<file path="src/rtl/two_to_one_multiplexer_pkg.sv">
// ---------------------------------------------------------------------------
// two_to_one_multiplexer_pkg
//   Shared constants and helpers for the byte selector.
//   - SEL_HI / SEL_LO : select encodings (0 = high byte, 1 = low byte)
//   - DATA_W_DEF      : default word width
//   - MAX_W           : widest word the helper functions accept
//   - byte_sel()      : picks one half of a word
//   - parity_of()     : even parity (XOR reduction) of a selected half
// ---------------------------------------------------------------------------
package two_to_one_multiplexer_pkg;

  localparam logic SEL_HI     = 1'b0;
  localparam logic SEL_LO     = 1'b1;
  localparam int   DATA_W_DEF = 16;
  localparam int   MAX_W      = 64;

  // The helper works on a zero-extended MAX_W word so that any even DATA_W
  // up to MAX_W can share it. half_w is the width of one output half.
  function automatic logic [MAX_W/2-1:0] byte_sel(
    input logic [MAX_W-1:0] word,
    input logic             sel,
    input int               half_w = DATA_W_DEF / 2
  );
    logic [MAX_W-1:0] mask;
    logic [MAX_W-1:0] hi;
    logic [MAX_W-1:0] lo;
    logic [MAX_W-1:0] res;
    mask = {MAX_W{1'b1}} >> (MAX_W - half_w);
    hi   = (word >> half_w) & mask;
    lo   = word & mask;
    // Plain ternary so an unknown select resolves with normal ?: semantics.
    res  = (sel == SEL_LO) ? lo : hi;
    return res[MAX_W/2-1:0];
  endfunction

  // XOR reduction; upper bits beyond the real half are zero and do not
  // disturb the result.
  function automatic logic parity_of(input logic [MAX_W/2-1:0] half);
    return ^half;
  endfunction

endpackage : two_to_one_multiplexer_pkg

</file>
<file path="src/rtl/two_to_one_multiplexer_byte_select_reg.sv">
// ---------------------------------------------------------------------------
// byte_select_reg
//   Asynchronous-reset register bank for the byte selector.
//   Configuration macro: TWO_TO_ONE_MUX_PARITY_EN adds the parity register.
//   Ports:
//     clk        in   rising-edge clock
//     rst        in   asynchronous, active-high reset
//     data_d     in   HALF_W  selected byte to capture
//     sel_d      in   1       select value to capture
//     par_d      in   1       parity to capture        (parity build only)
//     data_q     out  HALF_W  registered byte, resets to 0
//     sel_q      out  1       registered select, resets to high byte
//     par_q      out  1       registered parity, resets to 0 (parity build only)
// ---------------------------------------------------------------------------
module byte_select_reg
  import two_to_one_multiplexer_pkg::*;
#(
  parameter int HALF_W = DATA_W_DEF / 2
) (
  input  logic              clk,
  input  logic              rst,
  input  logic [HALF_W-1:0] data_d,
  input  logic              sel_d,
`ifdef TWO_TO_ONE_MUX_PARITY_EN
  input  logic              par_d,
  output logic              par_q,
`endif
  output logic [HALF_W-1:0] data_q,
  output logic              sel_q
);

  logic [HALF_W-1:0] data_r;
  logic              sel_r;

  // Capture the selected byte and its select on every edge; no enable.
  always_ff @(posedge clk or posedge rst) begin
    if (rst) begin
      data_r <= {HALF_W{1'b0}};
      sel_r  <= SEL_HI;
    end else begin
      data_r <= data_d;
      sel_r  <= sel_d;
    end
  end

  assign data_q = data_r;
  assign sel_q  = sel_r;

`ifdef TWO_TO_ONE_MUX_PARITY_EN
  logic par_r;

  // Parity travels in lock-step with the registered byte.
  always_ff @(posedge clk or posedge rst) begin
    if (rst) begin
      par_r <= 1'b0;
    end else begin
      par_r <= par_d;
    end
  end

  assign par_q = par_r;
`endif

endmodule : byte_select_reg

</file>
<file path="src/rtl/two_to_one_multiplexer.sv">
// ---------------------------------------------------------------------------
// two_to_one_multiplexer
//   Byte selector for the 8-bit datapath: forwards the high or low half of
//   a DATA_W word, combinationally and as a one-cycle registered copy.
//   Configuration macro: TWO_TO_ONE_MUX_PARITY_EN adds data_par/data_par_q.
//   Ports:
//     clk         in   rising-edge clock
//     rst         in   asynchronous, active-high reset (registers only)
//     data_in     in   DATA_W    word to split
//     flip_flop   in   1         0 = high byte, 1 = low byte
//     data_out    out  DATA_W/2  selected byte, combinational
//     data_out_q  out  DATA_W/2  data_out registered on clk
//     sel_q       out  1         flip_flop registered on clk
//     data_par    out  1         ^data_out            (parity build only)
//     data_par_q  out  1         data_par registered  (parity build only)
// ---------------------------------------------------------------------------
module two_to_one_multiplexer
  import two_to_one_multiplexer_pkg::*;
#(
  parameter int DATA_W = DATA_W_DEF
) (
  input  logic                clk,
  input  logic                rst,
  input  logic [DATA_W-1:0]   data_in,
  input  logic                flip_flop,
  output logic [DATA_W/2-1:0] data_out,
  output logic [DATA_W/2-1:0] data_out_q,
  output logic                sel_q
`ifdef TWO_TO_ONE_MUX_PARITY_EN
  ,
  output logic                data_par,
  output logic                data_par_q
`endif
);

  localparam int HALF_W = DATA_W / 2;

  // Zero-latency byte select; independent of clk and rst.
  always_comb begin
    data_out = HALF_W'(byte_sel(MAX_W'(data_in), flip_flop, HALF_W));
  end

`ifdef TWO_TO_ONE_MUX_PARITY_EN
  // Parity of whatever byte is currently being forwarded.
  always_comb begin
    data_par = parity_of((MAX_W/2)'(data_out));
  end
`endif

  byte_select_reg #(
    .HALF_W (HALF_W)
  ) u_regs (
    .clk    (clk),
    .rst    (rst),
    .data_d (data_out),
    .sel_d  (flip_flop),
`ifdef TWO_TO_ONE_MUX_PARITY_EN
    .par_d  (data_par),
    .par_q  (data_par_q),
`endif
    .data_q (data_out_q),
    .sel_q  (sel_q)
  );

endmodule : two_to_one_multiplexer

</file>
<file path="config.mk">
export PLATFORM = sky130hd
export DESIGN_NAME = two_to_one_multiplexer
export DESIGN_NICKNAME = d
export VERILOG_FILES = /design/src/rtl/two_to_one_multiplexer_pkg.sv /design/src/rtl/two_to_one_multiplexer_byte_select_reg.sv /design/src/rtl/two_to_one_multiplexer.sv
export SDC_FILE = /design/constraint.sdc
export NUM_CORES = 1
export LEC_CHECK = 0
export ABC_AREA = 1
export CAP_MARGIN = 20
export CORE_AREA = 2 2 39 41
export CTS_CLUSTER_DIAMETER = 200
export DETAILED_ROUTE_END_ITERATION = 12
export DIE_AREA = 0 0 41 43
export DONT_BUFFER_PORTS = 1
export HOLD_SLACK_MARGIN = 0.12
export PLACE_DENSITY_LB_ADDON = 0.25
export SYNTH_ARGS = -nofsm -noshare
export SYNTH_HDL_FRONTEND = slang
export SYNTH_SLANG_ARGS = --single-unit
</file>
<file path="constraint.sdc">
create_clock -name clk -period 0.8 [get_ports clk]
set_clock_uncertainty 0.15 [all_clocks]
set_input_delay 0.16 -clock clk [delete_from_list [all_inputs] [get_ports clk]]
set_output_delay 0.16 -clock clk [all_outputs]
set_load 0.03 [all_outputs]
</file>
==> results.json, run 1 <==
{
  "status": "finished, violations left",
  "violations": "negative hold slack, negative setup slack",
  "p_leak_nw": 0.221,
  "synth_compound_area_share_pct": 0,
  "power_density_nw_per_um2": 2220,
  "muxShareOfSynthArea_pct": 0,
  "relSlewSlack_pct": 86.6,
  "cap_violations": 0,
  "multiInputGateArea_um2": 180,
  "post-route-util_pct": 35.9,
  "vdd_drop_max_mv": 0.831,
  "rsz0062_at_grt": "true",
  "wl_met1_um": 247,
  "areaGrowthSynthToFinish_pct": 48.7,
  "layout_commonest_cell": "nand2_4",
  "syn-num-nets": 55,
  "crit_fanout": 1,
  "wl_met2_um": 403,
  "seq_area_um2": 236,
  "cts_buffers": 3,
  "path_clk_slew_ns": 0.06,
  "diodes": 0,
  "cts_sinks": 9,
  "yosys_warnings": 0,
  "nets": 60,
  "holdCritPathClass": "in -> reg",
  "rows": 14,
  "cts_tree": "yes",
  "worst_setup_path_start_kind": "register",
  "vias": 255,
  "max_freq_mhz": 970,
  "cp.arrival_ns": 0.72,
  "final_cell_mix": "nand2_4 (10), dfrtp_2 (9), nand2_1 (8)",
  "die-area_um2": 1760,
  "tightest_slew_ns": 0.200,
  "finalWeightedCongestion": 0.536,
  "period_minus_slack_ns": 1.03,
  "fill_cells": 146,
  "wl_per_cell_um": 13.5,
  "yosys.area_share.adder_pct": 0,
  "start_util_pct": 24.1,
  "required_ns": 0.49,
  "whs_ns": -0.217,
  "final_antenna_net_count": 0,
  "synth_top_area_share_pct": 67.4,
  "synth_top_family_by_area": "simple AND/OR/NAND/NOR gates",
  "cp-end-kind": "output pin",
  "die_w_um": 41,
  "fin_crit_sh_pct": 129,
  "drt_drc_violations_left": 0,
  "grt_start_max_net_pins": 11,
  "grt_use_total_pct": 9.83,
  "synthSimpleGateAreaFrac_pct": 27.0,
  "gr-total-overflow": 0,
  "dr_wl_met3_um": 107,
  "drive_gt1_share_pct": 75.0,
  "crit_type": "reg -> out",
  "io_pins": 36,
  "root_buffer": "clkbuf_4",
  "highest_layer": "met3",
  "ys_types": 5,
  "ctsHoldBuffers": 1,
  "fp.dieH_um": 43,
  "setup_violations": 9,
  "grt_pass1_wl_um": 1120,
  "syn_inst": 36,
  "syn_area_um2": 334,
  "synth_xor_area_share_pct": 0,
  "drtPass1Iterations": 3,
  "core_um2": 1380,
  "htree_levels": 1,
  "hold_violations": 9,
  "via_per_inst": 4.55,
  "drv_slew": 0,
  "cts_setup_buffers": 0,
  "synth_area_leaders": "dfrtp_1 (67%), nand2_1 (27%), buf_6 (3.4%)",
  "port_buffers": 0,
  "worst_slack_ns": -0.231,
  "yosysSeqAreaShare_pct": 67.4,
  "grt_pass1_vias": 265,
  "drt_iter0_markers": 3,
  "yosysTopAreaCell": "dfrtp_1",
  "clock_path_buffers": 2,
  "drt_wl_total_um": 757,
  "ys_seq_elements": 9,
  "antenna_found_initial": 0,
  "avgSynthCellArea_um2": 9.28
}
worst paths after layout:
| kind | start | to | depth (start not counted) |
|---|---|---|---|
| max | u_regs.data_q[2] | data_out_q[2] | 0 |
| min | flip_flop | u_regs.sel_q | 0 |
| max in group asynchronous | rst | u_regs.data_q[6] | 2 |
| min in group asynchronous | rst | u_regs.data_q[2] | 2 |
timing repair:
action | 4_1_cts | 5_1_grt
cloned | 0 | 0
gates resized for setup | 9 | 1
hold endpoints to repair | 18 | 9
setup endpoints to repair | 9 | 18
per-layer routing:
layer / global-route usage [%] / vias to the layer above
li1: - / 114
met1: 9.93 / 121
met2: 16.6 / 20
met3: 4.19 / 0
met4: 4.00 / 0
met5: 0 / -
per-stage QoR:
stage               instance area [um2]  std cells  TNS [ns]  total power [W]  setup WS (ns)
floorplan                           445         36    -0.214         0.000760        -0.0305
global placement                    445         51         0         0.000758        0.00402
detailed placement                  445         51         0         0.000761        0.00197
CTS                                 493         56     -2.14          0.00112         -0.242
global route                        497         56     -2.26          0.00116         -0.255
finish                              497         56     -2.06          0.00110         -0.231
cells by family after synthesis:
kind of cell / Yosys count
buffers and inverters: 3
and+or+nand+nor: 24
DFF: 9
state kept, by name, indices dropped and copies added (netlist names):
name	count
u_regs.data_q	8
u_regs.sel_q	1
where the power goes:
part	internal, W	switching (W)	total (W)
sequential	0.000495	0.0000836	0.000579
combinational	0.0000474	0.000135	0.000183
clock	0.000191	0.000147	0.000339
cells in the mapped netlist:
master   count
buf_6        1
inv_1        1
nand2_1     24
inv_2        1
dfrtp_1      9
cell type report:
type / count / share of cell area (%)
Sequential cell: 9 / 47.6
Multi-Input combinational cell: 24 / 36.3
Timing Repair Buffer: 1 / 2.02
Tap cell: 16 / 4.03
Inverter: 2 / 4.79
Clock buffer: 4 / 5.29
No activity file was read; power rests on OpenSTA's default activity.
==> run 2, diff against run 1 <==
- MAX_ROUTING_LAYER: not set -> met4
==> results.json, run 2 (synthesis gave the netlist of run 1 again) <==
{
  "status": "finished, violations left",
  "violations": "negative hold slack, negative setup slack",
  "required_ns": 0.49,
  "post-place-ws_ns": 0.00197,
  "crit_type": "reg -> out",
  "power_density_nw_per_um2": 2220,
  "die-area_um2": 1760,
  "port_buffers": 0,
  "clock_path_buffers": 2,
  "cts_sinks": 9,
  "final_antenna_net_count": 0,
  "cp-end-kind": "output pin",
  "die_w_um": 41,
  "worst_setup_path_start_kind": "register",
  "post-route-util_pct": 35.9,
  "start_util_pct": 24.1,
  "relSlewSlack_pct": 86.6,
  "final_cells": 56,
  "finalWeightedCongestion": 0.538,
  "grt_start_max_net_pins": 11,
  "wl_per_cell_um": 13.5,
  "layout_commonest_cell": "nand2_4",
  "htree_levels": 1,
  "tightest_slew_ns": 0.200,
  "io_pins": 36,
  "drive_gt1_share_pct": 75.0,
  "cap_violations": 0,
  "hold_violations": 9,
  "crit_fanout": 1,
  "grt_use_total_pct": 10.1,
  "final_cell_mix": "nand2_4 (10), dfrtp_2 (9), nand2_1 (8)",
  "nets": 60,
  "grt_pass1_vias": 265,
  "root_buffer": "clkbuf_4",
  "holdCritPathClass": "in -> reg",
  "core_um2": 1380,
  "rsz0062_at_grt": "true",
  "drt_drc_violations_left": 0,
  "vdd_drop_max_mv": 0.831,
  "whs_ns": -0.217,
  "fin_crit_sh_pct": 129,
  "grt_pass1_wl_um": 1120,
  "cts_buffers": 3,
  "ctsHoldBuffers": 1,
  "drt_iter0_markers": 3,
  "cts_tree": "yes",
  "via_per_inst": 4.55,
  "path_clk_slew_ns": 0.06,
  "rows": 14,
  "antenna_found_initial": 0,
  "largest_reg_flops": 8,
  "place_inst": 51,
  "fp.dieH_um": 43,
  "cp.arrival_ns": 0.72,
  "period_minus_slack_ns": 1.03,
  "drv_slew": 0,
  "max_freq_mhz": 970,
  "gr-total-overflow": 0,
  "drtPass1Iterations": 3,
  "diodes": 0,
  "areaGrowthSynthToFinish_pct": 48.7,
  "setup_violations": 9,
  "drt_wl_total_um": 757,
  "worst_slack_ns": -0.231,
  "vias": 255,
  "p_leak_nw": 0.221,
  "power_w": 0.00110
}
## run 2: timing repair
item,in CTS,in global routing
endpoints found under the setup margin,9,18
setup buffers,0,0
pin swaps,0,0
hold endpoints to repair,18,9
gates resized for setup,9,1
## run 2: area by class of cell
type	instances	area, um2
Tap cell	16	20.0
Timing Repair Buffer	1	10.0
Fill cell	146	887
Multi-Input combinational cell	24	180
Clock buffer	4	26.3
Sequential cell	9	236
Inverter	2	23.8
## run 2: final timing paths
check / from / endpoint / depth (start not counted)
max: u_regs.data_q[2] / data_out_q[2] / 0
min: flip_flop / u_regs.sel_q / 0
max in group asynchronous: rst / u_regs.data_q[6] / 2
min in group asynchronous: rst / u_regs.data_q[2] / 2
## run 2: where the power goes
group	leakage [nW]	internal (W)	total [W]	switching, W
Sequential	0.0978	0.000495	0.000579	0.0000836
Combinational	0.108	0.0000474	0.000183	0.000135
Clock	0.0150	0.000191	0.000339	0.000147
Total	0.221	0.000734	0.00110	0.000366
## run 2: routing by layer
metal | track usage (%) | share of wire (%) | up-vias
li1 | - | - | 114
met1 | 10.3 | 33 | 121
met2 | 16.6 | 53 | 20
met3 | 3.66 | 13 | 0
met4 | 4.00 | 0 | 0
met5 | - | 0 | -
## run 2: stage by stage
stage	TNS, ns	cell area [um2]
CTS	-2.14	493
global placement	0	445
global route	-2.26	497
floorplan	-0.214	445
detailed placement	0	445
finish	-2.06	497
==> run 3, diff against run 2 <==
- MAX_ROUTING_LAYER: met4 -> not set
- SYNTH_HIERARCHICAL: not set -> 1
- clock period: 0.8 -> 1.1 ns (I/O delays scaled with it)
==> results.json, run 3 <==
{
  "syn_area_um2": 334,
  "rows": 14,
  "synth_top_area_share_pct": 67.4,
  "power_w": 0.000760,
  "grt_start_max_net_pins": 11,
  "fp.dieH_um": 43,
  "cap_violations": 0,
  "setup_violations": 0,
  "fill_cells": 160,
  "yosys_warnings": 6,
  "post-place-ws_ns": 0.0654,
  "antenna_found_initial": 0,
  "wl_per_cell_um": 13.8,
  "grt_pass1_vias": 259,
  "seq_area_um2": 236,
  "finalWeightedCongestion": 0.505,
  "vias": 256,
  "multiInputGateArea_um2": 90.1,
  "die_w_um": 41,
  "drt_drc_violations_left": 0,
  "p_leak_nw": 0.201,
  "post-route-util_pct": 28.9,
  "yosysSeqAreaShare_pct": 67.4,
  "cp.arrival_ns": 0.72,
  "ys_seq_elements": 9,
  "grt_pass1_wl_um": 1100,
  "layout_commonest_cell": "nand2_1",
  "required_ns": 0.73,
  "crit_fanout": 1,
  "start_util_pct": 24.1,
  "synthFlopType": "dfrtp_1",
  "synth_area_leaders": "dfrtp_1 (67%), nand2_1 (27%), buf_6 (3.4%)",
  "via_per_inst": 4.49,
  "max_freq_mhz": 917,
  "cts_setup_buffers": 0,
  "cts_tree": "yes",
  "cts_sinks": 9,
  "cts_buffers": 3,
  "ys_types": 5,
  "grt_use_total_pct": 9.90,
  "synth_edf_count": 0,
  "die-area_um2": 1760,
  "hold_start": "flip_flop",
  "drt_iter0_markers": 1,
  "fin_crit_sh_pct": 99.2,
  "hold_violations": 0,
  "nets": 61,
  "diodes": 0,
  "path_clk_slew_ns": 0.06,
  "synthTopCellsByCount": "nand2_1 (24), dfrtp_1 (9), buf_6 (1), inv_1 (1), inv_2 (1)",
  "gr-total-overflow": 0,
  "rsz0062_at_grt": "true",
  "largest_reg_flops": 8,
  "holdCritPathClass": "in -> reg",
  "root_buffer": "clkbuf_4",
  "clock_path_buffers": 2,
  "cp-end-kind": "output pin",
  "async_reset_ff_share_pct": 100,
  "drv_slew": 0,
  "vdd_drop_max_mv": 0.337,
  "core_um2": 1380,
  "status": "complete, no violations",
  "yosysTopAreaCell": "dfrtp_1",
  "final_antenna_net_count": 0,
  "tightest_slew_ns": 0.335,
  "crit_start": "u_regs/data_q[7]",
  "drtPass1Iterations": 4,
  "drt_wl_total_um": 785,
  "drive_gt1_share_pct": 31.7,
  "syn_inst": 36,
  "yosysMostFrequentCell": "nand2_1",
  "period_minus_slack_ns": 1.09,
  "htree_levels": 1,
  "worst_setup_path_start_kind": "register",
  "power_density_nw_per_um2": 1900,
  "syn-num-nets": 55,
  "port_buffers": 0,
  "areaGrowthSynthToFinish_pct": 19.9,
  "io_pins": 36,
  "avgSynthCellArea_um2": 9.28,
  "worst_slack_ns": 0.00934,
  "final_cell_mix": "nand2_1 (24), dfrtp_2 (9), clkbuf_4 (3)",
  "crit_type": "reg -> out",
  "relSlewSlack_pct": 77.6
}
==> run 3: cell counts after synthesis <==
Identical to the previous run, type by type.
==> run 3: final timing paths <==
kind	to	slack, ns	cells after the start
hold / removal	u_regs/data_q[4]	0.17	2
setup / recovery	data_out_q[7]	0.009	0
max in group asynchronous	u_regs/sel_q	0.32	2
min in group asynchronous	u_regs/data_q[0]	0.22	2
==> run 3: cell families after synthesis <==
group	Yosys count	share of synthesized area (%)
flops	9	67.4
buf+inv	3	5.62
simple gates	24	27.0
==> run 3: layout make-up <==
| cell class | instances | share of cell area [%] |
|---|---|---|
| clock buffer | 4 | 6.56 |
| tap | 16 | 5.00 |
| sequential | 9 | 59.1 |
| inverter | 2 | 1.88 |
| timing repair buffer | 2 | 5.00 |
| multi-input combinational | 24 | 22.5 |
==> run 3: what timing repair did <==
item / in CTS / in global routing
hold endpoints to repair: 10 / 0
resized for setup: 9 / 0
cloned: 0 / 0
setup endpoints to repair: 9 / 9
hold buffers: 2 / 0
pin swaps: 0 / 0
==> run 3: routing by layer <==
layer	track usage [%]	up-vias	wire length (um)
met2	15.6	26	393
met3	4.19	2	156
li1	-	116	-
met4	10.0	0	14
met5	0	-	0
met1	8.20	112	221
==> run 3: where the power goes <==
| group | leakage (nW) | internal (W) | switching (W) |
|---|---|---|---|
| Clock | 0.0150 | 0.000139 | 0.000106 |
| Sequential | 0.0978 | 0.000361 | 0.0000600 |
| Combinational | 0.0883 | 0.0000163 | 0.0000780 |
==> run 3: through the flow <==
step / hold WS, ns / TNS [ns] / cell area [um2] / instances
finish: 0.174 / 0 / 400 / 57
CTS: 0.163 / -0.0154 / 400 / 57
detailed placement: -0.0569 / 0 / 343 / 51
global placement: -0.0598 / 0 / 343 / 51
global route: 0.163 / -0.188 / 400 / 57
floorplan: -0.102 / 0 / 334 / 36
